--- src/rtl/mmio_led_pkg.sv ---
// Shared definitions for the memory-mapped LED controller: register word
// offsets within the peripheral window and the per-channel mode encodings.
package mmio_led_pkg;

  localparam logic [2:0] OFF_DATA     = 3'd0;
  localparam logic [2:0] OFF_SET      = 3'd1;
  localparam logic [2:0] OFF_CLR      = 3'd2;
  localparam logic [2:0] OFF_MODE     = 3'd3;
  localparam logic [2:0] OFF_PRESCALE = 3'd4;
  localparam logic [2:0] OFF_DUTY     = 3'd5;

  typedef enum logic [1:0] {
    MODE_STATIC = 2'b00,
    MODE_BLINK  = 2'b01,
    MODE_PWM    = 2'b10,
    MODE_OFF    = 2'b11
  } led_mode_e;

  // Word offsets 6 and 7 of the window are unmapped.
  function automatic logic is_mapped_offset(input logic [2:0] off);
    return off <= OFF_DUTY;
  endfunction

endpackage

--- src/rtl/led_tick_gen.sv ---
// Programmable prescaler: counts 0..period and emits a one-cycle tick on
// the cycle where the count sits at period. A clear (issued when software
// rewrites the period) restarts the count and swallows that cycle's tick.
module led_tick_gen #(
  parameter int DIV_W = 24
) (
  input  logic             clk,
  input  logic             sys_rst_n,
  input  logic [DIV_W-1:0] period,
  input  logic             clear,
  output logic             tick
);

  logic [DIV_W-1:0] count;
  logic             at_top;

  assign at_top = (count == period);
  assign tick   = at_top & ~clear;

  // Free-running count that wraps at the programmed period or on a clear.
  always_ff @(posedge clk or negedge sys_rst_n) begin
    if (!sys_rst_n) begin
      count <= '0;
    end else if (clear || at_top) begin
      count <= '0;
    end else begin
      count <= count + 1'b1;
    end
  end

endmodule

--- src/rtl/mmio_led_ctrl.sv ---
// Memory-mapped LED/GPIO output peripheral for the core data bus.
// Channels can be static, blinking, PWM-dimmed or forced off; a shared
// prescaler tick paces blink phase and PWM so the LEDs stay visible while
// the core runs at full clock. Register offsets count from BASE_ADDR.
// Build option: define MMIO_LED_READBACK_EN to get the registered read mux;
// without it bus_rdata is tied to zero and only the write path exists.
module mmio_led_ctrl #(
  parameter int                N_LED      = 6,
  parameter logic [31:0]       BASE_ADDR  = 32'h0000_0008,
  parameter bit                ACTIVE_LOW = 1'b1,
  parameter int                DIV_W      = 24,
  parameter logic [DIV_W-1:0]  RESET_DIV  = DIV_W'(13_499_999),
  parameter int                PWM_BITS   = 8
) (
  input  logic             clk,
  input  logic             sys_rst_n,
  input  logic [31:0]      bus_addr,
  input  logic [31:0]      bus_wdata,
  input  logic             bus_we,
  output logic [31:0]      bus_rdata,
  output logic [N_LED-1:0] led
);

  import mmio_led_pkg::*;

  logic [N_LED-1:0]    data_q;
  logic [2*N_LED-1:0]  mode_q;
  logic [DIV_W-1:0]    prescale_q;
  logic [PWM_BITS-1:0] duty_q;
  logic                phase_q;
  logic [PWM_BITS-1:0] pwm_cnt_q;
  logic [N_LED-1:0]    led_q;

  logic [31:0]         rel_addr;
  logic [2:0]          offset;
  logic                hit;
  logic                wr_hit;
  logic                prescale_wr;
  logic                tick;
  logic                pwm_on;
  logic [N_LED-1:0]    lit;
  logic                unused_bits;

  assign rel_addr    = bus_addr - BASE_ADDR;
  assign offset      = rel_addr[4:2];
  assign hit         = (rel_addr[31:5] == '0) && is_mapped_offset(offset);
  assign wr_hit      = bus_we && hit;
  assign prescale_wr = wr_hit && (offset == OFF_PRESCALE);
  assign unused_bits = &{1'b0, rel_addr[1:0], bus_wdata};

  led_tick_gen #(
    .DIV_W (DIV_W)
  ) u_tick_gen (
    .clk       (clk),
    .sys_rst_n (sys_rst_n),
    .period    (prescale_q),
    .clear     (prescale_wr),
    .tick      (tick)
  );

  // Register file: SET/CLR are not storage, they edit DATA in place.
  always_ff @(posedge clk or negedge sys_rst_n) begin
    if (!sys_rst_n) begin
      data_q     <= '0;
      mode_q     <= '0;
      prescale_q <= RESET_DIV;
      duty_q     <= '0;
    end else if (wr_hit) begin
      case (offset)
        OFF_DATA:     data_q     <= bus_wdata[N_LED-1:0];
        OFF_SET:      data_q     <= data_q | bus_wdata[N_LED-1:0];
        OFF_CLR:      data_q     <= data_q & ~bus_wdata[N_LED-1:0];
        OFF_MODE:     mode_q     <= bus_wdata[2*N_LED-1:0];
        OFF_PRESCALE: prescale_q <= bus_wdata[DIV_W-1:0];
        OFF_DUTY:     duty_q     <= bus_wdata[PWM_BITS-1:0];
        default:      ;
      endcase
    end
  end

  // Blink phase and PWM ramp both advance only on prescaler ticks.
  always_ff @(posedge clk or negedge sys_rst_n) begin
    if (!sys_rst_n) begin
      phase_q   <= 1'b0;
      pwm_cnt_q <= '0;
    end else if (tick) begin
      phase_q   <= ~phase_q;
      pwm_cnt_q <= pwm_cnt_q + 1'b1;
    end
  end

  assign pwm_on = (pwm_cnt_q < duty_q);

  // Per-channel lit decision from its 2-bit mode field.
  always_comb begin
    lit = '0;
    for (int i = 0; i < N_LED; i++) begin
      case (led_mode_e'(mode_q[2*i +: 2]))
        MODE_STATIC: lit[i] = data_q[i];
        MODE_BLINK:  lit[i] = data_q[i] & phase_q;
        MODE_PWM:    lit[i] = data_q[i] & pwm_on;
        default:     lit[i] = 1'b0;
      endcase
    end
  end

  // Registered pins, inverted for boards where a low pin lights the LED.
  always_ff @(posedge clk or negedge sys_rst_n) begin
    if (!sys_rst_n) begin
      led_q <= {N_LED{ACTIVE_LOW}};
    end else begin
      led_q <= lit ^ {N_LED{ACTIVE_LOW}};
    end
  end

  assign led = led_q;

`ifdef MMIO_LED_READBACK_EN
  logic [31:0] rd_mux;
  logic [31:0] rdata_q;

  // Read mux; SET and CLR windows mirror DATA, everything else reads zero.
  always_comb begin
    rd_mux = '0;
    if (hit) begin
      case (offset)
        OFF_DATA, OFF_SET, OFF_CLR: rd_mux[N_LED-1:0]    = data_q;
        OFF_MODE:                   rd_mux[2*N_LED-1:0]  = mode_q;
        OFF_PRESCALE:               rd_mux[DIV_W-1:0]    = prescale_q;
        OFF_DUTY:                   rd_mux[PWM_BITS-1:0] = duty_q;
        default:                    rd_mux               = '0;
      endcase
    end
  end

  // Read data registered every cycle regardless of bus_we.
  always_ff @(posedge clk or negedge sys_rst_n) begin
    if (!sys_rst_n) begin
      rdata_q <= '0;
    end else begin
      rdata_q <= rd_mux;
    end
  end

  assign bus_rdata = rdata_q;
`else
  assign bus_rdata = '0;
`endif

endmodule

--- config.mk ---
export PLATFORM = sky130hd
export DESIGN_NAME = mmio_led_ctrl
export DESIGN_NICKNAME = d
export VERILOG_FILES = /design/src/rtl/mmio_led_pkg.sv /design/src/rtl/led_tick_gen.sv /design/src/rtl/mmio_led_ctrl.sv
export SDC_FILE = /design/constraint.sdc
export NUM_CORES = 1
export LEC_CHECK = 0
export ABC_AREA = 1
export CAP_MARGIN = 20
export CORE_MARGIN = 2
export CORE_UTILIZATION = 29
export DETAILED_ROUTE_END_ITERATION = 8
export PLACE_DENSITY = 0.53
export SLEW_MARGIN = 20
export SYNTH_ARGS = -nofsm -noshare
export SYNTH_HDL_FRONTEND = slang
export SYNTH_SLANG_ARGS = --single-unit
--- constraint.sdc ---
create_clock -name clk -period 2.3 [get_ports clk]
set_clock_uncertainty 0.15 [all_clocks]
set_input_delay 0.46 -clock clk [delete_from_list [all_inputs] [get_ports clk]]
set_output_delay 0.46 -clock clk [all_outputs]
set_load 0.01 [all_outputs]
==> impl_results.md <==
- Die W: 145 um
- HP Class: register to register
- Clock latency at the later pin of the worst-skew pair: 350 ps
- # placed instances: 1138
- Yosys reg bits: 89
- Routed wire length: 14.1 mm
- Crit-path max FO: 25
- Ys flop type: dfrtp_1
- Initial antenna violation count: 0
- Most frequent cells in the layout: 138 x nand2_1, 95 x inv_1, 69 x buf_4
- DP HPWL: slightly above 10 mm
- DR pass1 iterations: 4
- Synthesized area per cell: between 7 and 8 um2
- Number of diodes: 0
- Routed WL per cell: approximately 12 um
- Clock tree root driver cell: clkbuf_16
- Die H: between 100 and 150 um
- Mapped cell area: 5750 um2
- CTS tree: built
- DRC: 0
- Commonest non-fill, non-tap cell in the layout: nand2_1
- Sequential share of the synthesized area: 0.393
- Fin nets: 1000
- Worst Setup Slack, final: 135 ps
- DIE AREA: around 21000 um2
- Final Cycle Share: 0.941
- Relative slew slack: 0.554
- # fillers: approximately 2000
- Final min period: 2170 ps
- Clk sinks: 89
- Hold Vio Cnt, Final: 0
- Pwr Density: 483 nW/um2
- WP data required: 2380 ps
- H-tree depth: 3
- Worst-case clock buffer depth: 2
- Vias per cell: 4.29
- Initial DRC Count: ~220
- Layout cells sized above 1: 0.273
- Worst Tran Pin Value: 667 ps
- Max cap viols: 0
- Final Max Tran Viols: 0
- Placed inst area: around 7000 um2
- Final non-filler cell total: 1174
- Achievable Freq: roughly 460 MHz
- GRT overflow: 0
- Synth-to-layout area growth: 37.0%
- Total GRT Usage: 0.139
- Core box area: 19500 um2
- Pleak: 3.67 nW
- # rows: 51
- Number of setup violations in the final report: 0
- Routability cong.: approximately 0.83
- Vias in the first global route: 4790
- Crit. End Element: register
- Maximum VDD drop: 0.309 mV
- Finished Cell Area: 7880 um2
- Setup CP Type: input pin to register
- Synth cell types: 38
- Outcome: finished, final reports clean
- CP Launch Type: input pin
- Detail Route Antenna Nets: 0
- Pre-CTS setup slack: -657 ps
- Number of synthesized flops with an enable pin: 0
- Gate Count Post-Synth: 759
- Worst path arrival time: 2250 ps
- IO Pins: roughly 110
- Largest net degree at the start of global routing: 38
- Total CTS buffers: 9
- Port Buffers: just over 60
- First-pass GRT wire length: ~23 mm
- Clk slew on worst S/H paths: 60 ps
- Warnings, synthesis: 0
- Vias: 5036
- Post-synth ARST share: 1.00
- Starting Density: 0.295
layer usage:
metal,share of wire,track usage
met4,0.013,0.0368
met3,0.036,0.0267
met5,0,0
met1,0.47,0.188
met2,0.49,0.227
sequential cells by signal, summed over array words and instances (netlist names):
register / flops
duty_q: 8
led: 6
u_tick_gen.count: 24
prescale_q: 24
mode_q: 12
data_q: 6
pwm_cnt_q: 8
phase_q: 1
worst max-delay path: stages:
cell and delay [ps]:
buf_4 130, nor2_4 120, nand2_4 80, nor2_4 200, nand2_2 90, nor2_2 120
xor2_1 170, nand3_2 150, nor2_8 150, buf_6 100, nand3_4 140, buf_12 210
nand2_1 60, o21ai_1 60
path summary, 6_finish.rpt:
check / startpoint / to / slack, ps / cells after the start
worst max register to register: pwm_cnt_q[3]$_DFFE_PN0P_ / led[0]$_DFF_PN1_ / 230 / 7
worst min register to register: prescale_q[18]$_DFFE_PN1P_ / prescale_q[18]$_DFFE_PN1P_ / 330 / 2
worst min-delay path: prescale_q[18]$_DFFE_PN1P_ / prescale_q[18]$_DFFE_PN1P_ / 330 / 2
worst max-delay path: bus_addr[4] / prescale_q[5]$_DFFE_PN0P_ / 130 / 14
max in group asynchronous: sys_rst_n / led[3]$_DFF_PN1_ / 890 / 3
min in group asynchronous: sys_rst_n / u_tick_gen.count[15]$_DFF_PN0_ / 470 / 2
final cells by class:
type	instances	area, um2	share of cell area
clock buffers	9	225	0.0286
clock inverters	7	143	0.0181
inverters	103	394	0.0500
multi-input cells	556	3260	0.414
flip-flops and latches	89	2260	0.287
well taps	265	332	0.0421
repair buffers	145	1260	0.160
logic make-up after synthesis:
| family | after synthesis | synth area share |
|---|---|---|
| buffers and inverters | 147 | 0.121 |
| AND/OR/NAND/NOR | 355 | 0.267 |
| other | 1 | 0.000652 |
| adder cells (fa/ha/maj) | 29 | 0.0631 |
| AO/OA/AOI/OAI | 93 | 0.0868 |
| flip-flops | 89 | 0.393 |
| XOR/XNOR | 45 | 0.0685 |
cells in the mapped netlist (2+ instances only):
master    count  area share
a21oi_1      12       0.010
a22oi_1       6      0.0078
buf_2         8      0.0070
buf_4        34       0.044
dfrtp_1      65        0.28
dfstp_2      24        0.11
ha_1         29       0.063
inv_1       101       0.066
inv_2         2      0.0013
nand2_1     164        0.11
nand3_1      42       0.037
nand3_2       3      0.0052
nand3b_1      3      0.0039
nand4_1      15       0.016
nor2_1      108       0.070
nor2_2        3      0.0033
nor2_4        2      0.0039
nor3_1        7      0.0061
o21ai_0      29       0.025
o21ai_1      39       0.034
o21bai_1      2      0.0026
or2_2         2      0.0022
xnor2_1      27       0.041
xor2_1       18       0.027
what timing repair did:
action | 4_1_cts | 5_1_grt
gates cloned | 2 | 2
endpoints found under the hold margin | 23 | 0
endpoints found under the setup margin | 83 | 83
pin swaps | 41 | 64
buffers inserted | 11 | 4
gates resized for setup | 89 | 115
hold buffers | 1 | 0
per-stage QoR:
| step | setup TNS [ps] | util | hold WS (ps) | total power [mW] |
|---|---|---|---|---|
| 6_report | 0 | 0.405 | 326 | 3.80 |
| 5_1_grt | -9.23 | 0.405 | 348 | 3.97 |
| 4_1_cts | 0 | 0.396 | 333 | 3.82 |
| 3_5_place_dp | -51490 | 0.362 | 311 | 1.97 |
| 3_3_place_gp | -53390 | 0.362 | 318 | 1.97 |
| 2_1_floorplan | -121 | - | 14.4 | 1.77 |
where the power goes:
| group | leakage (nW) | internal, mW | switching [mW] | total (mW) |
|---|---|---|---|---|
| Combinational | 2.38 | 0.178 | 0.219 | 0.397 |
| Clock | 0.180 | 1.17 | 0.655 | 1.83 |
| Sequential | 1.11 | 1.57 | 0.00658 | 1.58 |
| Total | 3.67 | 2.92 | 0.880 | 3.80 |
Note: power is estimated with default switching activity, not from simulation.
